<file path="config.mk">
export PLATFORM = sky130hd
export DESIGN_NAME = counter_decoder_flat
export DESIGN_NICKNAME = d
export VERILOG_FILES = /design/src/rtl/counter_decoder_pkg.sv /design/src/rtl/counter_decoder_if.sv /design/src/rtl/counter_decoder_classify.sv /design/src/rtl/counter_decoder.sv /design/src/flat_wrapper.sv
export SDC_FILE = /design/constraint.sdc
export NUM_CORES = 1
export LEC_CHECK = 0
export BUFFER_PORTS_ARGS = -buffer_cell sky130_fd_sc_hd__clkbuf_2
export CORE_ASPECT_RATIO = 1.4
export CORE_MARGIN = 10
export CORE_UTILIZATION = 49
export DETAILED_ROUTE_END_ITERATION = 16
export PLACE_DENSITY = 0.91
export SLEW_MARGIN = 20
export SYNTH_ARGS = -nofsm -noshare
export SYNTH_HDL_FRONTEND = slang
export SYNTH_HIERARCHICAL = 1
export SYNTH_SLANG_ARGS = --single-unit
</file>
<file path="constraint.sdc">
create_clock -name clock -period 3.19 [get_ports clock]
set_input_delay 0.319 -clock clock [delete_from_list [all_inputs] [get_ports clock]]
set_output_delay 0.319 -clock clock [all_outputs]
set_load 0.01 [all_outputs]
</file>
<file path="src/rtl/counter_decoder_pkg.sv">
// Shared op and state encodings for the counter decoder.
// Imported by the RTL and the bench.
package counter_decoder_pkg;

  typedef enum logic [1:0] {
    OP_SYNC = 2'b00,
    OP_INC  = 2'b01,
    OP_DEC  = 2'b10,
    OP_INIT = 2'b11
  } op_e;

  typedef enum logic [1:0] {
    ST_UNSYNC = 2'b00,
    ST_TRACK  = 2'b01,
    ST_FAULT  = 2'b10
  } state_e;

endpackage

</file>
<file path="src/rtl/counter_decoder_if.sv">
// Sample-in / result-out handshake bundle of the counter decoder.
// slave: decoder side, master: producer/consumer side.
interface counter_decoder_if #(
  parameter int BITS = 8
) ();
  logic            i_valid;
  logic            o_ready;
  logic [BITS-1:0] i_value;
  logic            o_valid;
  logic            i_ready;
  logic [1:0]      o_op;
  logic            o_error;

  modport slave (
    input  i_valid, i_value, i_ready,
    output o_ready, o_valid, o_op, o_error
  );

  modport master (
    output i_valid, i_value, i_ready,
    input  o_ready, o_valid, o_op, o_error
  );
endinterface

</file>
<file path="src/rtl/counter_decoder_classify.sv">
// Combinational step classifier: {prev, value, synced} -> {op, error}.
// Wrap-around arithmetic is mod 2^BITS.
module counter_decoder_classify
  import counter_decoder_pkg::*;
#(
  parameter int BITS = 8
) (
  input  logic [BITS-1:0] prev,
  input  logic [BITS-1:0] value,
  input  logic            synced,
  output op_e             op,
  output logic            error
);

  localparam logic [BITS-1:0] ONE = BITS'(1);

  logic [BITS-1:0] up;
  logic [BITS-1:0] dn;

  assign up = prev + ONE;
  assign dn = prev - ONE;

  // INC wins over INIT so 2^BITS-1 -> 0 reads as a wrap
  always_comb begin
    op    = OP_SYNC;
    error = 1'b0;
    if (!synced) begin
      op = (value == '0) ? OP_INIT : OP_SYNC;
    end else if (value == up) begin
      op = OP_INC;
    end else if (value == dn) begin
      op = OP_DEC;
    end else if (value == '0) begin
      op = OP_INIT;
    end else begin
      error = 1'b1;
    end
  end

endmodule

</file>
<file path="src/rtl/counter_decoder.sv">
// Recovers up/down counter commands from its value stream.
// Stats counters built only with COUNTER_DECODER_STATS_EN.
module counter_decoder
  import counter_decoder_pkg::*;
#(
  parameter int BITS     = 8,
  parameter int CNT_BITS = 16
) (
  input  logic                clock,
  input  logic                reset,
  input  logic                i_clear,
  counter_decoder_if.slave    bus,
  output logic                o_fault,
  output logic [CNT_BITS-1:0] o_inc_count,
  output logic [CNT_BITS-1:0] o_dec_count,
  output logic [CNT_BITS-1:0] o_err_count
);

  state_e          state_q, state_d;
  logic [BITS-1:0] prev_q, prev_d;
  logic            valid_q, valid_d;
  op_e             op_q, op_d;
  logic            err_q, err_d;
  logic            fault_q, fault_d;
  op_e             cls_op;
  logic            cls_err;
  logic            accept;

  assign bus.o_ready = !valid_q || bus.i_ready;
  assign accept      = bus.i_valid && bus.o_ready;
  assign bus.o_valid = valid_q;
  assign bus.o_op    = op_q;
  assign bus.o_error = err_q;
  assign o_fault     = fault_q;

  counter_decoder_classify #(
    .BITS(BITS)
  ) u_classify (
    .prev  (prev_q),
    .value (bus.i_value),
    .synced(state_q != ST_UNSYNC),
    .op    (cls_op),
    .error (cls_err)
  );

  always_ff @(posedge clock or negedge reset) begin
    if (!reset) begin
      state_q <= ST_UNSYNC;
      prev_q  <= '0;
      valid_q <= 1'b0;
      op_q    <= OP_SYNC;
      err_q   <= 1'b0;
      fault_q <= 1'b0;
    end else begin
      state_q <= state_d;
      prev_q  <= prev_d;
      valid_q <= valid_d;
      op_q    <= op_d;
      err_q   <= err_d;
      fault_q <= fault_d;
    end
  end

  always_comb begin
    state_d = state_q;
    prev_d  = prev_q;
    valid_d = valid_q && !bus.i_ready;
    op_d    = op_q;
    err_d   = err_q;
    fault_d = fault_q;
    if (i_clear) begin
      state_d = ST_UNSYNC;
      prev_d  = '0;
      valid_d = 1'b0;
      op_d    = OP_SYNC;
      err_d   = 1'b0;
      fault_d = 1'b0;
    end else if (accept) begin
      prev_d  = bus.i_value;
      valid_d = 1'b1;
      op_d    = cls_op;
      err_d   = cls_err;
      if (cls_err) begin
        state_d = ST_FAULT;
        fault_d = 1'b1;
      end else if (state_q == ST_UNSYNC) begin
        state_d = ST_TRACK;
      end
    end
  end

`ifdef COUNTER_DECODER_STATS_EN
  localparam logic [CNT_BITS-1:0] CMAX = '1;
  localparam logic [CNT_BITS-1:0] CONE = CNT_BITS'(1);

  logic [CNT_BITS-1:0] inc_q, dec_q, errc_q;

  always_ff @(posedge clock or negedge reset) begin
    if (!reset) begin
      inc_q  <= '0;
      dec_q  <= '0;
      errc_q <= '0;
    end else if (i_clear) begin
      inc_q  <= '0;
      dec_q  <= '0;
      errc_q <= '0;
    end else if (accept) begin
      if (cls_op == OP_INC && inc_q != CMAX)
        inc_q <= inc_q + CONE;
      if (cls_op == OP_DEC && dec_q != CMAX)
        dec_q <= dec_q + CONE;
      if (cls_err && errc_q != CMAX)
        errc_q <= errc_q + CONE;
    end
  end

  assign o_inc_count = inc_q;
  assign o_dec_count = dec_q;
  assign o_err_count = errc_q;
`else
  assign o_inc_count = '0;
  assign o_dec_count = '0;
  assign o_err_count = '0;
`endif

endmodule

</file>
<file path="src/flat_wrapper.sv">
// flat-port wrapper written by rule: the top's interface ports become plain ports
module counter_decoder_flat import counter_decoder_pkg::*;
#(
  parameter int BITS     = 8,
  parameter int CNT_BITS = 16
)
  (clock, reset, i_clear, o_fault, o_inc_count, o_dec_count, o_err_count, bus_i_valid, bus_i_value, bus_i_ready, bus_o_ready, bus_o_valid, bus_o_op, bus_o_error);
  counter_decoder_if #(.BITS(BITS)) bus_i ();
  input  logic clock;
  input  logic reset;
  input  logic i_clear;
  output logic o_fault;
  output logic [CNT_BITS-1:0] o_inc_count;
  output logic [CNT_BITS-1:0] o_dec_count;
  output logic [CNT_BITS-1:0] o_err_count;
  input wire logic [$bits(bus_i.i_valid)-1:0] bus_i_valid;
  input wire logic [$bits(bus_i.i_value)-1:0] bus_i_value;
  input wire logic [$bits(bus_i.i_ready)-1:0] bus_i_ready;
  output wire logic [$bits(bus_i.o_ready)-1:0] bus_o_ready;
  output wire logic [$bits(bus_i.o_valid)-1:0] bus_o_valid;
  output wire logic [$bits(bus_i.o_op)-1:0] bus_o_op;
  output wire logic [$bits(bus_i.o_error)-1:0] bus_o_error;
  assign bus_i.i_valid = bus_i_valid;
  assign bus_i.i_value = bus_i_value;
  assign bus_i.i_ready = bus_i_ready;
  assign bus_o_ready = bus_i.o_ready;
  assign bus_o_valid = bus_i.o_valid;
  assign bus_o_op = bus_i.o_op;
  assign bus_o_error = bus_i.o_error;
  counter_decoder #(.BITS(BITS), .CNT_BITS(CNT_BITS)) u_core (.clock(clock), .reset(reset), .i_clear(i_clear), .bus(bus_i), .o_fault(o_fault), .o_inc_count(o_inc_count), .o_dec_count(o_dec_count), .o_err_count(o_err_count));
endmodule
</file>
Word level (Yosys, flattened, before mapping)
Cells that the tools add are included.
Widths: inputs -> output; s select.
{ "classes": {"add_sub_neg": 2, "n_eq_ne": 2, "mux": 23, "reduce_logical": 13} }
{ "ops": {"columns": ["operator", "n"], "rows": [
  ["$mux 2", 10],
  ["$eq 8x8->1", 2],
  ["$mux 8", 2],
  ["$mux 1", 11],
  ["$add 8x1->8 const B", 1],
  ["$logic_not 8->1", 1],
  ["$sub 8x1->8 const B", 1],
  ["$reduce_bool 2->1", 3],
  ["$reduce_and 2->1", 2],
  ["$reduce_bool 3->1", 1],
  ["$logic_and 1x1->1", 2],
  ["$logic_not 1->1", 2],
  ["$logic_not 2->1", 1],
  ["$logic_or 1x1->1", 1]
]} }
{ "totals": {"regBits": 15, "inputBits": 13, "out_inout_bits": 54, "word_cells": 46} }

Depth between registers and ports, before layout
Gate-level depths: netlist (run 1).
{ "logic_depth": {"ltp_word": 8, "depth_mapped": 11, "ltp_nobuf": 11} }

Hierarchy
Netlist (run 1), hierarchy kept.
{ "modules_own_cells": {"columns": ["mod", "n_inst", "cells_per_inst", "area_per_inst_um2"], "rows": [
  ["counter_decoder", 1, 115, 1101.1],
  ["counter_decoder_classify", 1, 81, 594.3]
]} }

Worst setup path before layout (run 1)
No wires, ideal clock.
{ "synth_path": {"path_type": "register -> register", "from": "register u_core.prev_q[0]", "to": "register u_core.fault_q (netlist: u_core/o_fault)", "setup_ps": 125, "t_arrival_ps": 2176, "required_time_ps": 3065, "slack_ps": 890, "stages_incl_launch_ff": 11, "period_less_slack_ps": 2300, "cell_sequence": "dfrtp_1 inv_1 ha_1 nor2b_1 o311ai_2 o221ai_2 a2111oi_0 nor3_1 and2_1 a21oi_1 nor2_1"} }
{ "synth_via": {"elab_chain_cells": 7, "elab_cells_between_ends": 9} }
{ "synth_lines": {"columns": ["item", "line", "source"], "rows": [
  ["from (decl)", "counter_decoder.sv:20", "logic [BITS-1:0] prev_q, prev_d;"],
  ["from (signal assigned)", "counter_decoder.sv:56", "prev_q <= prev_d;"],
  ["$sub 8x1->8", "counter_decoder_classify.sv:21", "assign dn = prev - ONE;"],
  ["$eq 8x8->1", "counter_decoder_classify.sv:31", "end else if (value == dn) begin"],
  ["$mux 1", "counter_decoder_classify.sv:31", null],
  ["$mux 1 *", "counter_decoder_classify.sv:29", "end else if (value == up) begin"],
  ["$mux 1 *", "counter_decoder_classify.sv:27", "if (!synced) begin"],
  ["net u_core.cls_err", "counter_decoder.sv:26", "logic cls_err;"],
  ["$reduce_bool 2->1 (no source line) *", null, null],
  ["$reduce_and 2->1 (no source line) *", null, null],
  ["to (signal assigned)", "counter_decoder.sv:60", "fault_q <= fault_d;"],
  ["to (decl)", "counter_decoder.sv:24", "logic fault_q, fault_d;"]
]} }
The timed path passes the listed nets; every way through them passes the cells marked *.
A chain may end at the register's enable or synchronous reset.

Worst setup path in the final report (run 1)
{ "layout_path": {"from": "register u_core.prev_q[2]", "to": "register u_core.err_q (netlist: u_core/bus.o_error)"} }
{ "layout_via": {"elab_chain_cells": 7, "elab_cells_between_ends": 9} }
{ "layout_lines": {"columns": ["item", "line", "source"], "rows": [
  ["$sub 8x1->8", "counter_decoder_classify.sv:21", null],
  ["$eq 8x8->1", "counter_decoder_classify.sv:31", null],
  ["$mux 1", "counter_decoder_classify.sv:31", null],
  ["$mux 1 *", "counter_decoder_classify.sv:29", null],
  ["$mux 1 *", "counter_decoder_classify.sv:27", null],
  ["net u_core.cls_err", "counter_decoder.sv:26", null],
  ["$mux 1 *", "counter_decoder.sv:78", "end else if (accept) begin"],
  ["$mux 1 *", "counter_decoder.sv:71", "if (i_clear) begin"],
  ["to (signal assigned)", "counter_decoder.sv:59", "err_q <= err_d;"],
  ["to (decl)", "counter_decoder.sv:23", "logic err_q, err_d;"]
]} }
The timed path passes the listed nets; every way through them passes the cells marked *. The select of a mux whose other input is x is not followed.

==> results of run 1 <==
[worst max path at each step]
stage / start / to / cells after the start
final: u_core/prev_q[2]$_DFFE_PN0P_ / u_core/bus.o_error$_DFFE_PN0P_ / 9
after CTS: u_core/prev_q[2]$_DFFE_PN0P_ / u_core/bus.o_error$_DFFE_PN0P_ / 9
after floorplan: u_core/prev_q[0]$_DFFE_PN0P_ / u_core/o_fault$_DFFE_PN0P_ / 10
after detailed placement: u_core/prev_q[0]$_DFFE_PN0P_ / u_core/o_fault$_DFFE_PN0P_ / 10
after global routing: u_core/prev_q[0]$_DFFE_PN0P_ / u_core/o_fault$_DFFE_PN0P_ / 10
after global placement: u_core/prev_q[2]$_DFFE_PN0P_ / u_core/bus.o_error$_DFFE_PN0P_ / 9
[final cells by class]
type	instances	area, um2
flip-flops and latches	15	375
inverters	6	22.5
well taps	40	50.0
repair buffers	19	100
diodes	1	2.50
clock buffers	4	45.0
fillers	333	1700
multi-input cells	166	1050
[state kept, by name, indices dropped and copies added (netlist names)]
register,cells
u_core/prev_q,8
u_core/bus.o_valid,1
u_core/o_fault,1
u_core/bus.o_op,2
u_core/bus.o_error,1
u_core/state_q,2
[kinds of logic after synthesis]
kind of cell / after synthesis / share of synthesized area, %
buf+inv: 62 / 26.1
simple gates: 59 / 19.9
compound gates: 42 / 22.4
flops: 15 / 22.1
xor+xnor: 14 / 7.23
fa+ha+maj: 2 / 1.48
other cells: 1 / 0.221
mux: 1 / 0.590
[power groups by stage]
stage	Combinational [mW]	Clock, mW	Sequential [mW]
after global placement	0.166	0	0.222
after CTS	0.171	0.164	0.220
after floorplan	0.181	0	0.218
after global routing	0.194	0.167	0.222
after detailed placement	0.169	0	0.223
final	0.174	0.154	0.220
[what timing repair did]
item,in CTS,in global routing
endpoints found under the hold margin,15,0
hold buffers,1,0
buffers inserted,0,0
[cells in the mapped netlist (2+ instances only)]
| master | count | area share [%] |
|---|---|---|
| nand2_1 | 9 | 2.0 |
| xor2_1 | 3 | 1.6 |
| nor4_1 | 3 | 1.1 |
| nand2b_1 | 3 | 1.1 |
| a21oi_1 | 8 | 2.4 |
| xnor2_1 | 11 | 5.7 |
| o21ai_0 | 2 | 0.59 |
| a21bo_1 | 5 | 3.0 |
| nor3_1 | 3 | 0.89 |
| dfrtp_1 | 15 | 22 |
| nor2_1 | 9 | 2.0 |
| buf_2 | 5 | 1.5 |
| buf_4 | 49 | 22 |
| and2_1 | 3 | 1.1 |
| ha_1 | 2 | 1.5 |
| inv_1 | 6 | 1.3 |
| nor2b_1 | 3 | 1.1 |
| a21oi_2 | 5 | 2.6 |
| nand3_1 | 15 | 4.4 |
| a211oi_1 | 2 | 0.89 |
| a21bo_2 | 5 | 3.0 |
[critical path: cells and delay by family (launching register included)]
kind               cells  cell delay, ns
and+or+nand+nor        5            1.31
AOI/OAI and AO/OA      4            0.68
DFF                    1            0.55
[routing by layer]
metal  GRT usage (%)  vias to the layer above
met4            6.29                        0
met2            18.8                       59
li1                -                      612
met3            2.97                        7
met1            12.3                      589
met5               0                        -
[per-stage QoR]
step           std cells  total power [mW]  utilization, %  area [um2]
4_1_cts              250             0.554            49.2        1650
6_report             251             0.548            49.3        1650
3_3_place_gp         245             0.388            47.6        1590
5_1_grt              251             0.584            49.3        1650
2_1_floorplan        243             0.399               -        1870
3_5_place_dp         245             0.392            47.6        1590
==> summary.txt, run 1 <==
Port-buffer cells: 18
vias in the first global route: 1,332
Arrival @ worst endpoint: 2.79 ns
reg2reg path depth: 9
Leakage Power: 0.755 nW
drt wl/cell: 14.3 um
final cycle utilization of the critical path: 82.1%
ys async rst share: 100%
r2r setup slk: 0.57 ns
uppermost routed layer: met4
clk_skew: 0.00290 ns
first-pass GRT wire length: 5890 um
synthesized flop and latch total: 15
Sw Pwr: 196 uW
drt pass-1 iters: 4
Int Pwr: 353 uW
post-synth design cell area: 1700 um2
CP max-delay cell: dfrtp_1
initial antenna violation count: 1
layout cells sized above 1: 20.0%
sum of negative setup slack: 0 ns
DR DRC count: 0
worst slack, placed: 0.639 ns
Worst VDD drop: 317 uV
final wirelength: 3600 um
pin count of the biggest net entering global routing: 27
max incr delay on CP: 0.55 ns
Final HPWL DP: 2810 um
chip width: 69.7 um
Mean Syn Cell Area: 8.65 um2
via count: 1,267
# Max-Cap Violations: 0
final hold viol count: 0
post-route ant nets: 0
DR WL met2: 1770 um
critical path, cell by cell: nor4_2 -> o21ai_0 -> a32o_1 -> nor3_1 -> a2111oi_0 -> nor3_1 -> and2_1 -> nand2_1 -> o22ai_1
Critical Path End Type: flip-flop
CTS clk-pin slew, worst paths: 0.06 ns
setup violators final: 0
RSZ-0062 raised after global routing: no
Required @ worst endpoint: 3.36 ns
CTS buffer count: 3
via density per instance: 5.05
sequential share of the synthesized area: 22.1%
power per cell area: 332 nW/um2
RePlAce Congestion: 0.858
Syn Inst Count: 196
worst min path class: in -> reg
Startpoint Class: flip-flop
most used cell along the critical path: nor3_1
routed wl met3: 254 um
Hold Path Sink: u_core/prev_q[4]$_DFFE_PN0P_
PostCTS Resize Cnt: 0
combinational share of power: 31.7%
maximum clock frequency: 382 MHz
distinct cell type count after synthesis: 51
Ports: 67
Net Sw Frac: 35.7%
Final nets: 226
reg2reg start: u_core/prev_q[2]$_DFFE_PN0P_
critical path class: reg -> reg
Max Root-Sink Buffers: 2
minimum clock period: 2.62 ns
full die area: 6250 um2
row count: 25
Top FF cell, synth: dfrtp_1
gr ovfl total: 0
Area Growth Syn to Fin: -2.66%
worst hold start: bus_i_value[4]
starting density of the core: 50.7%
setup ws final: 0.572 ns
Sink Count: 15
worst-skew pair later-pin latency: 0.25 ns
WL met1: 1500 um
clock root buffer master: clkbuf_8
YS warnings: 6
DIE HEIGHT: 89.6 um
CTS tree: built
fin. max-slew vios: 0
most frequent cells in the layout: 48 x conb_1, 18 x clkbuf_2, 15 x nand3_1, 15 x dfrtp_1, 11 x xnor2_1
Reg-to-Reg End: u_core/bus.o_error$_DFFE_PN0P_
Clk pwr share: 28.2%
Crit Path Max Fanout: 13
outcome: finished clean
DRT iter0 DRCs: 57
EDFF count, synth: 0
part of the power in registers: 40.1%
core region area: 3350 um2
Cells on Worst Hold Path: 3
H-tree levels: 1
commonest non-fill, non-tap cell in the layout: conb_1
Hold WS: 0.353 ns
Total GRT Usage: 11.0%
(Power assumes the default switching activity.)
==> inputs of run 2 (changes only) <==
- ABC_AREA: default -> 1
- CORE_UTILIZATION: 49 -> 44
- PLACE_DENSITY: 0.91 -> 0.87
- clock period: 3.19 -> 2.3 ns (I/O delays scaled with it)
==> run 2 against run 1 <==
  * Synthesized cell count is 32% higher
  * Synthesized area shrank 4.1%
  * Largest cell class unchanged
  * First-iteration DRC count up 3.5%
  * Count of clock-buffer cells in the layout shrank 1
  * Worst setup slack lost 0.24 ns
  * Critical path type unchanged
  * Cell count is 27% higher
  * Flip-flop and latch count unchanged
  * Final area is 2.3% lower
  * Sequential share of layout area up 0.70 points
==> summary.txt, run 2 <==
drt pass-1 iters: 4 (unchanged)
top-area cell type share of the netlist area: 23.1% (+0.94 points)
CTS buffer count: 3 (unchanged)
synthesized flop and latch total: 15 (unchanged)
core region area: 3610 um2 (+7.9%)
simple-gate share of the synthesized area: 40.2% (+20 points)
fin. max-slew vios: 0 (unchanged)
post-synth top area cell: buf_4
Required @ worst endpoint: 2.49 ns (-0.87 ns)
most frequent cells in the layout: 93 x nand2_1, 48 x conb_1, 28 x nand3_1
minimum clock period: 1.96 ns (-0.655 ns)
worst min path class: in -> reg
CTS tree: built
Area Growth Syn to Fin: -0.923%
Syn Inst Count: 259 (+32%)
RePlAce Congestion: 0.918 (+7.0%)
max reg flops: 8 (unchanged)
Critical Path End Type: flip-flop
Antenna Cells: 0 (-1)
via density per instance: 4.55 (-9.9%)
Multi-input gate area: 926 um2 (-12%)
maximum clock frequency: 509 MHz (+33%)
layout cells sized above 1: 11.9% (-8.1 points)
clock root buffer master: clkbuf_8
Hold WS: 0.223 ns (-0.130 ns)
most frequent cell after synthesis: nand2_1
vias in the first global route: 1,440 (+8.1%)
Arrival @ worst endpoint: 2.16 ns (-0.63 ns)
# Max-Cap Violations: 0 (unchanged)
adder-cell share of the synthesized area: 1.54% (+0.062 points)
DR DRC count: 0 (unchanged)
FILL cells: 401 (+20%)
post-route cell area: 1610 um2 (-2.3%)
ys async rst share: 100% (unchanged)
Worst VDD drop: 423 uV (+34%)
area of placed instances: 1540 um2 (-3.1%)
Final nets: 293 (+30%)
Mean Syn Cell Area: 6.28 um2 (-27%)
Startpoint Class: flip-flop
post-route ant nets: 0 (unchanged)
clk_skew: 0.00472 ns (+0.00182 ns)
worst rel slew slack: 60.5%
drt wl/cell: 11.6 um (-19%)
gr ovfl total: 0 (unchanged)
DRT iter0 DRCs: 59 (+3.5%)
Area contributors post-synth: buf_4 23%, dfrtp_1 23%, nand2_1 21%
initial antenna violation count: 0 (-1)
RSZ-0062 raised after global routing: no
Port-buffer cells: 18 (unchanged)
Total GRT Usage: 10.9% (-0.13 points)
Compound-Gate Fraction of Synth Area: 1.85% (-21 points)
commonest non-fill, non-tap cell in the layout: nand2_1
Final Power: 860 uW (+57%)
final wirelength: 3710 um (+3.2%)
chip width: 71.4 um (+2.4%)
starting density of the core: 45.0% (-5.6 points)
Crit Path Max Fanout: 7 (-6)
YS warnings: 6 (unchanged)
full die area: 6560 um2 (+5.1%)
CTS clk-pin slew, worst paths: 0.06 ns (about the same)
setup violators final: 0 (unchanged)
outcome: finished clean
Reg area: 378 um2 (+0.67%)
pin count of the biggest net entering global routing: 16 (-41%)
Largest Register: u_core/prev_q
EDFF count, synth: 0 (unchanged)
first-pass GRT wire length: 6150 um (+4.3%)
Top FF cell, synth: dfrtp_1
worst-skew pair later-pin latency: 0.25 ns (about the same)
Max Root-Sink Buffers: 2 (unchanged)
row count: 26 (+4.0%)
Final HPWL DP: 3080 um (+9.7%)
H-tree levels: 1 (unchanged)
Ports: 67 (unchanged)
largest family of logic cells by synthesized area: simple AND/OR/NAND/NOR gates
placed insts: 313 (+28%)
Worst Tran Pin Value: 0.588 ns
Synth Area in XOR/XNOR: 2.15% (-5.1 points)
via count: 1,451 (+15%)
critical path class: reg -> reg
final cycle utilization of the critical path: 85.4% (+3.3 points)
DIE HEIGHT: 91.9 um (+2.6%)
mux share of post-synthesis cell area: 0% (-0.59 points)
power per cell area: 534 nW/um2 (+61%)
sequential share of the synthesized area: 23.1% (+0.94 points)
most frequent cells after synthesis: 93 x nand2_1, 50 x buf_4, 28 x nand3_1, 26 x inv_1, 19 x nor2_1
post-synth design cell area: 1630 um2 (-4.1%)
final hold viol count: 0 (unchanged)
distinct cell type count after synthesis: 22 (-57%)
Layout Cells excl Fill: 319 (+27%)
Leakage Power: 1.01 nW (+33%)
Sink Count: 15 (unchanged)
sum of negative setup slack: 0 ns (unchanged)
## run 2: changes by cell type after synthesis, moves of 4 or more
cell and delta:
a21bo_1 -5, a21bo_2 -5, a21oi_1 -5, a21oi_2 -5, buf_2 -4, inv_1 +20
nand2_1 +84, nand3_1 +13, nor2_1 +10, xnor2_1 -10
## run 2: worst max-delay path: stages (launching register included)
cell     delay, ns
dfrtp_2       0.45
inv_1         0.07
ha_2          0.32
xor2_1        0.18
nand2_1       0.07
nor2_1        0.10
nand2_1       0.05
nor2_1        0.08
nand3_1       0.09
nand2_1       0.09
nor2_1        0.05
nor2_1        0.12
nand2_1       0.07
nand2_1       0.06
nand2_1       0.04
nand2_1       0.05
## run 2: cell type report
cell class                      count  share of cell area, %
Multi-Input combinational cell    211                   57.5
Clock inverter                      1                  0.311
Timing Repair Buffer               20                   6.68
Sequential cell                    15                   23.4
Tap cell                           42                   3.26
Inverter                           27                   6.29
Clock buffer                        3                   2.56
## run 2: metrics by stage
step	util (%)	setup slack (ns)
after global placement	42.7	0.294
final	44.6	0.337
after global routing	44.6	0.0490
after floorplan	-	0.431
after CTS	44.3	0.234
after detailed placement	42.7	0.260
## run 2: report_power, final
group | internal [mW] | switching, mW | total (mW) | leakage, nW
combinational | 0.101 | 0.216 | 0.317 | 0.784
sequential | 0.297 | 0.0302 | 0.327 | 0.198
clock | 0.120 | 0.0959 | 0.216 | 0.0255
total | 0.518 | 0.342 | 0.860 | 1.01
## run 2: cell families (layout without fill, tap and decap cells)
kind of cell | count (synthesis) | after routing
AND/OR/NAND/NOR | 151 | 151
buffers and inverters | 80 | 51
flip-flops | 15 | 15
other | 1 | 48
adder cells (fa/ha/maj) | 2 | 2
XOR/XNOR | 4 | 4
AO/OA/AOI/OAI | 6 | 6
## run 2: path summary, 6_finish.rpt
path | end | cells after the start | slack, ns | startpoint
setup / recovery | u_core/state_q[0]$_DFFE_PN0P_ | 15 | 0.34 | u_core/prev_q[1]$_DFFE_PN0P_
hold / removal | u_core/prev_q[7]$_DFFE_PN0P_ | 3 | 0.22 | bus_i_value[7]
setup reg to reg | u_core/state_q[0]$_DFFE_PN0P_ | 15 | 0.34 | u_core/prev_q[1]$_DFFE_PN0P_
hold reg to reg | u_core/state_q[0]$_DFFE_PN0P_ | 2 | 0.49 | u_core/state_q[0]$_DFFE_PN0P_
max in group asynchronous | u_core/prev_q[1]$_DFFE_PN0P_ | 2 | 1.57 | reset
min in group asynchronous | u_core/bus.o_error$_DFFE_PN0P_ | 2 | 0.43 | reset
## run 2: metal layers
layer	up-vias	track usage, %	routed length (um)
met3	6	4.31	362
met4	0	3.88	53
met5	-	0	0
met2	58	20.0	1930
met1	656	10.6	1370
li1	731	-	-
## run 2: timing repair
action	in CTS	in global routing
hold buffers	1	0
gates resized for setup	0	3
endpoints found under the setup margin	0	1
endpoints found under the hold margin	15	0
setup buffers	0	1
